**src/rtl/instruction_fetch_if.sv**
```systemverilog
// Bus bundle between the fetch stage and its environment: hazard/redirect
// controls in, instruction-memory word address out / data in, and the
// IF/ID pipeline register plus status outputs toward the decoder.
interface instruction_fetch_if #(
    parameter int IM_ADDRESS_WIDTH  = 6,
    parameter int INSTRUCTION_WIDTH = 32
);
    logic                          stall;
    logic                          redirect;
    logic [31:0]                   redirect_pc;
    logic [IM_ADDRESS_WIDTH-1:0]   im_addr;
    logic [INSTRUCTION_WIDTH-1:0]  im_q;
    logic [31:0]                   pc;
    logic [INSTRUCTION_WIDTH-1:0]  if_id_instr;
    logic [31:0]                   if_id_pc4;
    logic                          if_id_valid;
    logic                          fetch_fault;
    logic [31:0]                   fetch_count;

    // Fetch stage side.
    modport master (
        input  stall, redirect, redirect_pc, im_q,
        output im_addr, pc, if_id_instr, if_id_pc4, if_id_valid,
               fetch_fault, fetch_count
    );

    // Environment side (hazard unit, branch logic, instruction memory, decoder).
    modport slave (
        output stall, redirect, redirect_pc, im_q,
        input  im_addr, pc, if_id_instr, if_id_pc4, if_id_valid,
               fetch_fault, fetch_count
    );
endinterface

```
**src/rtl/instruction_fetch.sv**
```systemverilog
// MIPS fetch stage: program counter, word address into instruction memory,
// IF/ID pipeline register, redirect flush, stall hold, sticky out-of-range
// fault and a count of instructions latched valid.
module instruction_fetch #(
    parameter int          IM_ADDRESS_WIDTH  = 6,
    parameter int          INSTRUCTION_WIDTH = 32,
    parameter logic [31:0] RESET_PC          = 32'h0000_0000
) (
    input  logic                clk,
    input  logic                rst,
    instruction_fetch_if.master bus
);

    localparam int          HI_W             = 32 - IM_ADDRESS_WIDTH - 2;
    localparam logic [31:0] RESET_PC_ALIGNED = {RESET_PC[31:2], 2'b00};

    // A PC is fetchable only when every bit above the memory word index is clear.
    function automatic logic pc_in_range(input logic [31:0] addr);
        return (addr[31:IM_ADDRESS_WIDTH+2] == {HI_W{1'b0}});
    endfunction

    logic [31:0]                  pc_q,          pc_d;
    logic [INSTRUCTION_WIDTH-1:0] if_id_instr_q, if_id_instr_d;
    logic [31:0]                  if_id_pc4_q,   if_id_pc4_d;
    logic                         if_id_valid_q, if_id_valid_d;
    logic                         fetch_fault_q, fetch_fault_d;
    logic [31:0]                  fetch_count_q, fetch_count_d;
    logic [31:0]                  pc_plus4_s;

    assign pc_plus4_s = pc_q + 32'd4;

    // Next-state selection: redirect beats stall, stall beats the range check.
    always_comb begin
        pc_d          = pc_q;
        if_id_instr_d = if_id_instr_q;
        if_id_pc4_d   = if_id_pc4_q;
        if_id_valid_d = if_id_valid_q;
        fetch_fault_d = fetch_fault_q;
        fetch_count_d = fetch_count_q;
        if (bus.redirect) begin
            // Wrong-path instruction in IF/ID is squashed; the target is fetched next.
            pc_d          = {bus.redirect_pc[31:2], 2'b00};
            if_id_instr_d = {INSTRUCTION_WIDTH{1'b0}};
            if_id_pc4_d   = 32'd0;
            if_id_valid_d = 1'b0;
        end else if (bus.stall) begin
            pc_d = pc_q;
        end else if (!pc_in_range(pc_q)) begin
            // PC is parked so it never wraps; decoder sees bubbles until redirected.
            if_id_instr_d = {INSTRUCTION_WIDTH{1'b0}};
            if_id_pc4_d   = 32'd0;
            if_id_valid_d = 1'b0;
            fetch_fault_d = 1'b1;
        end else begin
            pc_d          = pc_plus4_s;
            if_id_instr_d = bus.im_q;
            if_id_pc4_d   = pc_plus4_s;
            if_id_valid_d = 1'b1;
            fetch_count_d = fetch_count_q + 32'd1;
        end
    end

    // State register with synchronous reset overriding every other input.
    always_ff @(posedge clk) begin
        if (rst) begin
            pc_q          <= RESET_PC_ALIGNED;
            if_id_instr_q <= {INSTRUCTION_WIDTH{1'b0}};
            if_id_pc4_q   <= 32'd0;
            if_id_valid_q <= 1'b0;
            fetch_fault_q <= 1'b0;
            fetch_count_q <= 32'd0;
        end else begin
            pc_q          <= pc_d;
            if_id_instr_q <= if_id_instr_d;
            if_id_pc4_q   <= if_id_pc4_d;
            if_id_valid_q <= if_id_valid_d;
            fetch_fault_q <= fetch_fault_d;
            fetch_count_q <= fetch_count_d;
        end
    end

    assign bus.im_addr     = pc_q[IM_ADDRESS_WIDTH+1:2];
    assign bus.pc          = pc_q;
    assign bus.if_id_instr = if_id_instr_q;
    assign bus.if_id_pc4   = if_id_pc4_q;
    assign bus.if_id_valid = if_id_valid_q;
    assign bus.fetch_fault = fetch_fault_q;
    assign bus.fetch_count = fetch_count_q;

endmodule

```
**src/flat_wrapper.sv**
```systemverilog
// flat-port wrapper written by rule: the top's interface ports become plain ports
module instruction_fetch_flat 
#(
    parameter int          IM_ADDRESS_WIDTH  = 6,
    parameter int          INSTRUCTION_WIDTH = 32,
    parameter logic [31:0] RESET_PC          = 32'h0000_0000
)
  (clk, rst, bus_stall, bus_redirect, bus_redirect_pc, bus_im_q, bus_im_addr, bus_pc, bus_if_id_instr, bus_if_id_pc4, bus_if_id_valid, bus_fetch_fault, bus_fetch_count);
  instruction_fetch_if #(.IM_ADDRESS_WIDTH(IM_ADDRESS_WIDTH), .INSTRUCTION_WIDTH(INSTRUCTION_WIDTH)) bus_i ();
  input  logic clk;
  input  logic rst;
  input wire logic [$bits(bus_i.stall)-1:0] bus_stall;
  input wire logic [$bits(bus_i.redirect)-1:0] bus_redirect;
  input wire logic [$bits(bus_i.redirect_pc)-1:0] bus_redirect_pc;
  input wire logic [$bits(bus_i.im_q)-1:0] bus_im_q;
  output wire logic [$bits(bus_i.im_addr)-1:0] bus_im_addr;
  output wire logic [$bits(bus_i.pc)-1:0] bus_pc;
  output wire logic [$bits(bus_i.if_id_instr)-1:0] bus_if_id_instr;
  output wire logic [$bits(bus_i.if_id_pc4)-1:0] bus_if_id_pc4;
  output wire logic [$bits(bus_i.if_id_valid)-1:0] bus_if_id_valid;
  output wire logic [$bits(bus_i.fetch_fault)-1:0] bus_fetch_fault;
  output wire logic [$bits(bus_i.fetch_count)-1:0] bus_fetch_count;
  assign bus_i.stall = bus_stall;
  assign bus_i.redirect = bus_redirect;
  assign bus_i.redirect_pc = bus_redirect_pc;
  assign bus_i.im_q = bus_im_q;
  assign bus_im_addr = bus_i.im_addr;
  assign bus_pc = bus_i.pc;
  assign bus_if_id_instr = bus_i.if_id_instr;
  assign bus_if_id_pc4 = bus_i.if_id_pc4;
  assign bus_if_id_valid = bus_i.if_id_valid;
  assign bus_fetch_fault = bus_i.fetch_fault;
  assign bus_fetch_count = bus_i.fetch_count;
  instruction_fetch #(.IM_ADDRESS_WIDTH(IM_ADDRESS_WIDTH), .INSTRUCTION_WIDTH(INSTRUCTION_WIDTH), .RESET_PC(RESET_PC)) u_core (.clk(clk), .rst(rst), .bus(bus_i));
endmodule
```
**config.mk**
```make
export PLATFORM = sky130hd
export DESIGN_NAME = instruction_fetch_flat
export DESIGN_NICKNAME = d
export VERILOG_FILES = /design/src/rtl/instruction_fetch_if.sv /design/src/rtl/instruction_fetch.sv /design/src/flat_wrapper.sv
export SDC_FILE = /design/constraint.sdc
export NUM_CORES = 1
export LEC_CHECK = 0
export CAP_MARGIN = 10
export CORE_AREA = 2 2 106 108
export CTS_BUF_LIST = sky130_fd_sc_hd__clkbuf_8
export CTS_CLUSTER_SIZE = 8
export DETAILED_ROUTE_END_ITERATION = 12
export DIE_AREA = 0 0 108 110
export MAX_ROUTING_LAYER = met4
export PLACE_DENSITY = 0.86
export SLEW_MARGIN = 20
export SYNTH_ARGS = -nofsm -noshare
export SYNTH_HDL_FRONTEND = slang
export SYNTH_SLANG_ARGS = --single-unit
```
**constraint.sdc**
```tcl
create_clock -name clk -period 5.5 [get_ports clk]
set_input_delay 1.1 -clock clk [delete_from_list [all_inputs] [get_ports clk]]
set_output_delay 1.1 -clock clk [all_outputs]
set_load 0.01 [all_outputs]
```
=== Word level (Yosys, flattened, before mapping) ===
Index checks and enable logic that the tools add are counted.

* Memories: 0
* Word-level logic and storage cells: 26
* Bits in read-only memories: 0
* Register bits: 130
* Bits of input ports: 68
* Latch bits: 0
* Memory bits (writable): 0
* Output and inout bits: 136

* Multipliers: 0
* Multiplexer cells: 6
* Magnitude comparators: 0
* Shift operators: 0
* Add/sub/neg operators: 2
* Eq/ne operators: 1
* Divide/modulo/power cells: 0
* Bitwise operators: 3
* Reductions and logical operators: 7

{| class="wikitable"
|+ Operators with widths
! cell !! count
|-
| $mux W32 || 5
|-
| $add A32 B1 Y32 const B || 1
|-
| $add A32 B3 Y32 const B || 1
|-
| $logic_not A24 Y1 || 1
|-
| $reduce_and A3 Y1 || 2
|-
| $reduce_and A2 Y1 || 2
|-
| $not A1 Y1 || 3
|-
| $ne A2 B1 Y1 const B || 1
|-
| $reduce_bool A2 Y1 || 1
|-
| $reduce_or A2 Y1 || 1
|-
| $mux W1 || 1
|}

=== Longest topological paths before layout ===
* Word-level depth: 4
* Depth in mapped cells: 7
* Mapped depth without buffers: 6

=== Worst setup path before layout ===
No wires, ideal clock.

* Kind: input-to-reg
* Start point: in bus_stall
* End point: reg u_core.fetch_count_q[25] (netlist: u_core.bus.fetch_count[25])
* Path buffers: 2
* Slack: 2.630 ns
* Cell stages on the path: 7
* Data arrival time: 2.800 ns
* Data required time: 5.430 ns
* Library setup time: 0.070 ns
* Cells stage by stage: buf_6 > or2_1 > or3_1 > buf_2 > or3_4 > or4_1 > a21oi_1

* Longest elaborated chain between the ends: 2

{| class="wikitable"
|+ RTL lines
! what !! line !! source
|-
| from (decl) || flat_wrapper.sv:12 || <nowiki>input wire logic [$bits(bus_i.stall)-1:0] bus_stall;</nowiki>
|-
| $not A1 Y1 (no line) || -- ||
|-
| $reduce_and A3 Y1 (no line) || -- ||
|-
| to (signal assigned) || instruction_fetch.sv:78 || <nowiki>fetch_count_q <= fetch_count_d;</nowiki>
|-
| to (decl) || instruction_fetch.sv:27 || <nowiki>logic [31:0] fetch_count_q, fetch_count_d;</nowiki>
|}

Every way passes these cells.
A chain may end at the register's enable or synchronous reset.

=== Worst setup path in the final report ===
* Start point: in bus_redirect
* End point: reg u_core.fetch_count_q[25] (netlist: u_core.bus.fetch_count[25])

* Longest elaborated chain between the ends: 2

{| class="wikitable"
|+ RTL lines
! what !! line !! source
|-
| from (decl) || flat_wrapper.sv:13 || <nowiki>input wire logic [$bits(bus_i.redirect)-1:0] bus_redirect;</nowiki>
|-
| $not A1 Y1 (no line) || -- ||
|-
| $reduce_and A3 Y1 (no line) || -- ||
|}

Every way passes these cells.

==> results.json <==
{
  "fin_worst_skew_ns": 0.0108,
  "core_sq_um": 10700,
  "criticalPathCategory": "in2reg",
  "hp-class": "reg2reg",
  "min_from": "u_core.bus.if_id_pc4[4]",
  "synth_area_leaders": "dfxtp_1 50%, a21oi_1 6.1%, mux2i_1 4.8%, nand3_1 4.5%, nand2_1 3.7%",
  "drc": 0,
  "pre_cts_slack_ns": 1.88,
  "wl_mm": 14.4,
  "instances_no_fill": 899,
  "finalWeightedCongestion": 0.833,
  "dr.pass1.iters": 5,
  "slew_headroom_pct": 28.3,
  "design.die.area_sq_um": 11900,
  "post_cts_resized": 0,
  "syn-cell-area_sq_um": 5030,
  "grt_pass1_wl_mm": 21.9,
  "crit_fanout": 41,
  "antenna_found_initial": 0,
  "crit_path_start_kind": "input pin",
  "grt_pass1_vias": 4526,
  "status": "finished, final reports clean",
  "htreeDepth": 4,
  "rsz0062_at_grt": "false",
  "nNetsFinal": 815,
  "ff2ff_path_depth": 5,
  "arrival_ns": 3.35,
  "ant_nets": 0,
  "fin_util_pct": 68.6,
  "max_freq_mhz": 333,
  "setup_tns_ns": 0,
  "grt_start_max_net_pins": 73,
  "r2r_slack_ns": 3.02,
  "num_rows": 38,
  "wl_per_cell_um": 16.0,
  "layout_setup_ws_ns": 2.50,
  "peakVddDrop_mv": 0.145,
  "ys_seq_area_share_pct": 50.2,
  "cts_tree": "yes",
  "multiInputGateArea_sq_um": 2230,
  "ioPinCount": 204,
  "final-seq-area_sq_um": 2520,
  "drive_gt1_share_pct": 5.80,
  "cts_buffers": 17,
  "synth-seq-cells": 126,
  "maxCapViolations": 0,
  "worst_slew_pin_slew_ns": 1.07,
  "dp.final_hpwl_mm": 10.1,
  "synth_area_per_cell_sq_um": 8.79,
  "root_buffer": "clkbuf_8",
  "r2r-start": "u_core.bus.pc[25]",
  "synth_cell_types": 36,
  "clk_path_buf_depth": 2,
  "design_power_total_uw": 1870,
  "final_hold_viol_count": 0,
  "path_clk_slew_ns": 0.07,
  "route.vias.total": 4833,
  "cp.required_ns": 5.85,
  "leakage_uw": 0.00264,
  "crit_start": "bus_redirect",
  "grt-ovfl-total": 0,
  "yosys.area.top_type": "dfxtp_1",
  "powerDensity_nw_per_um2": 254,
  "gr-usage-all-layers_pct": 24.1,
  "placement.io_buffers": 197,
  "vias_per_cell": 5.38,
  "synth_cells": 572,
  "fp.dieH_um": 110,
  "period_share_pct": 54.5,
  "regToRegEndpoint": "u_core.bus.fetch_count[28]",
  "cts_hold_buf": 0,
  "postCtsSetupBuffers": 0,
  "die_w_um": 108,
  "whs_path_depth": 2,
  "cp-end-kind": "flop",
  "start_util_pct": 47.0,
  "finalMaxSlewViolations": 0,
  "period_minus_slack_ns": 3.00,
  "clock-sinks": 126,
  "areaGrowthSynthToFinish_pct": 46.1,
  "clkLatencyLatePin_ns": 0.42,
  "fillers": 851,
  "dp.cells": 866,
  "setup_viol": 0,
  "ys_warn_count": 0,
  "drtIter0Drc": 279,
  "synth_top_cell_area_share_pct": 50.2,
  "holdPathEnd": "u_core.bus.if_id_pc4[4]"
}
registers in the layout, indices dropped and copies added, names as in the netlist:
| name | flops |
|---|---|
| u_core.bus.fetch_fault | 1 |
| u_core.bus.pc | 30 |
| u_core.bus.if_id_valid | 1 |
| u_core.bus.if_id_pc4 | 30 |
| u_core.bus.fetch_count | 32 |
| u_core.bus.if_id_instr | 32 |
cells in the mapped netlist (all sizes together):
library cell	n
xnor2	17
conb	1
inv	14
a221oi	1
nor3	7
a211oi	1
clkbuf	34
nor4	19
and4	10
or3	9
a22oi	1
or2	4
o31ai	8
nor2	49
nand3	45
a31oi	1
a21oi	61
buf	16
nand4	12
nor2b	2
or4	8
o21ai	9
and2	1
o21a	5
xor2	7
nand2	50
and3	27
dfxtp	126
ha	2
mux2	1
mux2i	24
worst max-delay path, cell delays in order:
cell and delay, ns:
buf_2 0.39, or2_1 0.39, or3_1 0.51, or3_4 0.39, or4_1 0.41, a21oi_1 0.15
stage by stage:
step,hold WS [ns],area [sq um]
3_3_place_gp,0.448,6970
6_report,0.464,7340
5_1_grt,0.477,7340
3_5_place_dp,0.453,6970
2_1_floorplan,0.486,5040
4_1_cts,0.462,7340
power breakdown:
group / switching, uW / internal (uW)
combinational: 84.3 / 92.7
clock: 361 / 387
sequential: 15.1 / 927
total: 460 / 1410
area by class of cell:
cell class,instances,share of cell area (%)
Sequential cell,126,34.3
Multi-Input combinational cell,385,30.4
Timing Repair Buffer,201,27.1
Clock buffer,20,3.75
Tap cell,140,2.39
Clock inverter,12,1.31
Inverter,14,0.716
Antenna cell,1,0.0341
routing by layer:
layer	part of all wire (%)	vias to the layer above	GRT usage (%)
met5	0	-	-
met1	40	2260	28.3
met4	2.0	0	8.42
met3	7.3	23	6.53
met2	51	207	40.1
li1	-	2343	-
worst max-delay path by stage:
stage / endpoint / slack (ns) / depth (start not counted)
CTS: u_core.bus.pc[4] / 2.32 / 5
global route: u_core.bus.fetch_count[28] / 2.30 / 6
floorplan: u_core.bus.fetch_count[25] / 2.63 / 7
global placement: u_core.bus.pc[5] / 1.92 / 5
detailed placement: u_core.bus.pc[5] / 1.88 / 5
finish: u_core.bus.fetch_count[25] / 2.50 / 6
layout by cell type (no fill, tap or decap), types with 2 or more instances in the layout:
cell type / count
o31ai_1: 8
conb_1: 4
nor2_1: 48
mux2i_1: 24
o21a_1: 5
nand4_1: 12
buf_4: 5
nand2_1: 50
nor4_1: 19
nor2b_1: 2
inv_1: 15
buf_2: 2
ha_1: 2
clkinv_2: 4
and4_1: 10
nor3_1: 7
xor2_1: 7
o21ai_0: 9
nand3_1: 45
clkdlybuf4s50_1: 194
or2_2: 3
xnor2_1: 17
dfxtp_1: 126
and3_1: 27
a21oi_1: 61
or3_1: 8
or4_1: 8
clkinvlp_4: 4
clkbuf_8: 20
kinds of logic after synthesis:
kind of cell             after synthesis  share of synthesized area (%)
multiplexers                          25                           5.00
buffers and inverters                 64                           5.73
AO/OA/AOI/OAI                         87                           9.51
XOR/XNOR                              24                           4.18
adder cells (fa/ha/maj)                2                          0.498
AND/OR/NAND/NOR                      243                           24.8
flip-flops                           126                           50.2
other                                  1                         0.0746
No activity file was read; power rests on OpenSTA's default activity.
==> patch: new RTL, same flow settings <==
`INSTRUCTION_WIDTH` is set to 32 in 3 places; all go to 28.
--- a/src/rtl/instruction_fetch_if.sv
+++ b/src/rtl/instruction_fetch_if.sv
@@ -3,7 +3,7 @@
 // IF/ID pipeline register plus status outputs toward the decoder.
 interface instruction_fetch_if #(
     parameter int IM_ADDRESS_WIDTH  = 6,
-    parameter int INSTRUCTION_WIDTH = 32
+    parameter int INSTRUCTION_WIDTH = 28
 );
     logic                          stall;
     logic                          redirect;
--- a/src/rtl/instruction_fetch.sv
+++ b/src/rtl/instruction_fetch.sv
@@ -3,7 +3,7 @@
 // fault and a count of instructions latched valid.
 module instruction_fetch #(
     parameter int          IM_ADDRESS_WIDTH  = 6,
-    parameter int          INSTRUCTION_WIDTH = 32,
+    parameter int          INSTRUCTION_WIDTH = 28,
     parameter logic [31:0] RESET_PC          = 32'h0000_0000
 ) (
     input  logic                clk,
--- a/src/flat_wrapper.sv
+++ b/src/flat_wrapper.sv
@@ -2,7 +2,7 @@
 module instruction_fetch_flat 
 #(
     parameter int          IM_ADDRESS_WIDTH  = 6,
-    parameter int          INSTRUCTION_WIDTH = 32,
+    parameter int          INSTRUCTION_WIDTH = 28,
     parameter logic [31:0] RESET_PC          = 32'h0000_0000
 )
   (clk, rst, bus_stall, bus_redirect, bus_redirect_pc, bus_im_q, bus_im_addr, bus_pc, bus_if_id_instr, bus_if_id_pc4, bus_if_id_valid, bus_fetch_fault, bus_fetch_count);
Interface: changed (resized bus_if_id_instr and bus_im_q); port bits go from 204 to 196. The function was not compared with the original's and may differ.
==> patch against the unedited design <==
- power increased by 2.8%
- die area unchanged
- synthesized area decreased by 4.1%
- design area decreased by 2.3%
- critical path type unchanged
- core utilization decreased by 1.6 points
- sequential cell count decreased by 4
- routed wire length decreased by 9.7%
- clock power increased by 12%
- first-iteration DRC count increased by 16%
- clock skew increased by 0.0025 ns
- worst setup slack got worse by 0.29 ns
==> patch: results (changes against the unedited design) <==
metric,value,unit,change
wl_per_cell,15.8,µm,-1.3%
wl_met3,1.05,mm,+0.29%
place.gp.congestion,0.883,,+6.0%
antenna_cells,0,,-1
fin_cells,822,,-8.6%
layout.non_clock_buffers,192,,-4.5%
synth_xor_area_share,6.00,%,+1.8 points
multi_input_area,2180,µm²,-2.1%
swShare,23.7,%,-0.99 points
cp_max_fo,18,,-56%
grt_pass1_vias,4092,,-9.6%
outcome,"finished, final reports clean",,
fillers,827,,-2.8%
comb.multi_input.count,327,,-15%
synth_area_leaders,"dfxtp_1 (51%), xnor2_1 (5.5%), mux2i_1 (5.2%)",,
synth_fa_ha_area_share,0.519,%,+0.021 points
leakage,2.59,nW,-2.1%
use_met1,27.0,%,-1.3 points
drtIter0Drc,325,,+16%
ir_worst_vdd,0.000192,V,+33%
globalRouteMet2Util,35.1,%,-5.0 points
grt_pass1_wl,20.2,mm,-7.8%
placed_cells,790,,-8.8%
detailed_place_hpwl,9.37,mm,-7.4%
ys_ff_latch,122,,-3.2%
finalNetCount,735,,-9.8%
synth_commonest_cells,"dfxtp_1 (122), nor2_1 (64), xnor2_1 (30)",,
yosysSeqAreaShare,50.7,%,+0.50 points
num_vias,4339,,-10%
m1WireLength,5.64,mm,-2.8%
io_buffers,189,,-4.1%
clkbuf_count,19,,-5.0%
## patch: stage by stage
step	power, mW	util, %	setup slack (ns)
6_report	1.92	67.0	2.21
5_1_grt	2.00	67.0	1.97
4_1_cts	1.94	67.0	2.05
3_5_place_dp	1.10	63.0	1.58
3_3_place_gp	1.10	62.9	1.66
2_1_floorplan	1.01	-	2.86
## patch: final timing paths
kind	from	end	slack, ns
min reg2reg	u_core.bus.fetch_fault$_SDFFE_PP0P_	u_core.bus.fetch_fault$_SDFFE_PP0P_	0.45
max	bus_stall	u_core.bus.fetch_count[16]$_SDFFE_PP0P_	2.21
max reg2reg	u_core.bus.pc[25]$_SDFFE_PP0P_	u_core.bus.fetch_count[29]$_SDFFE_PP0P_	2.57
min	u_core.bus.fetch_fault$_SDFFE_PP0P_	u_core.bus.fetch_fault$_SDFFE_PP0P_	0.45
## patch: worst max-delay path, cell delays in order
cell and delay [ns]:
clkdlybuf4s50_1 0.74, nor3b_1 0.54, nand3_1 0.47, nor4_1 0.50
xnor2_1 0.18, nor2_1 0.05
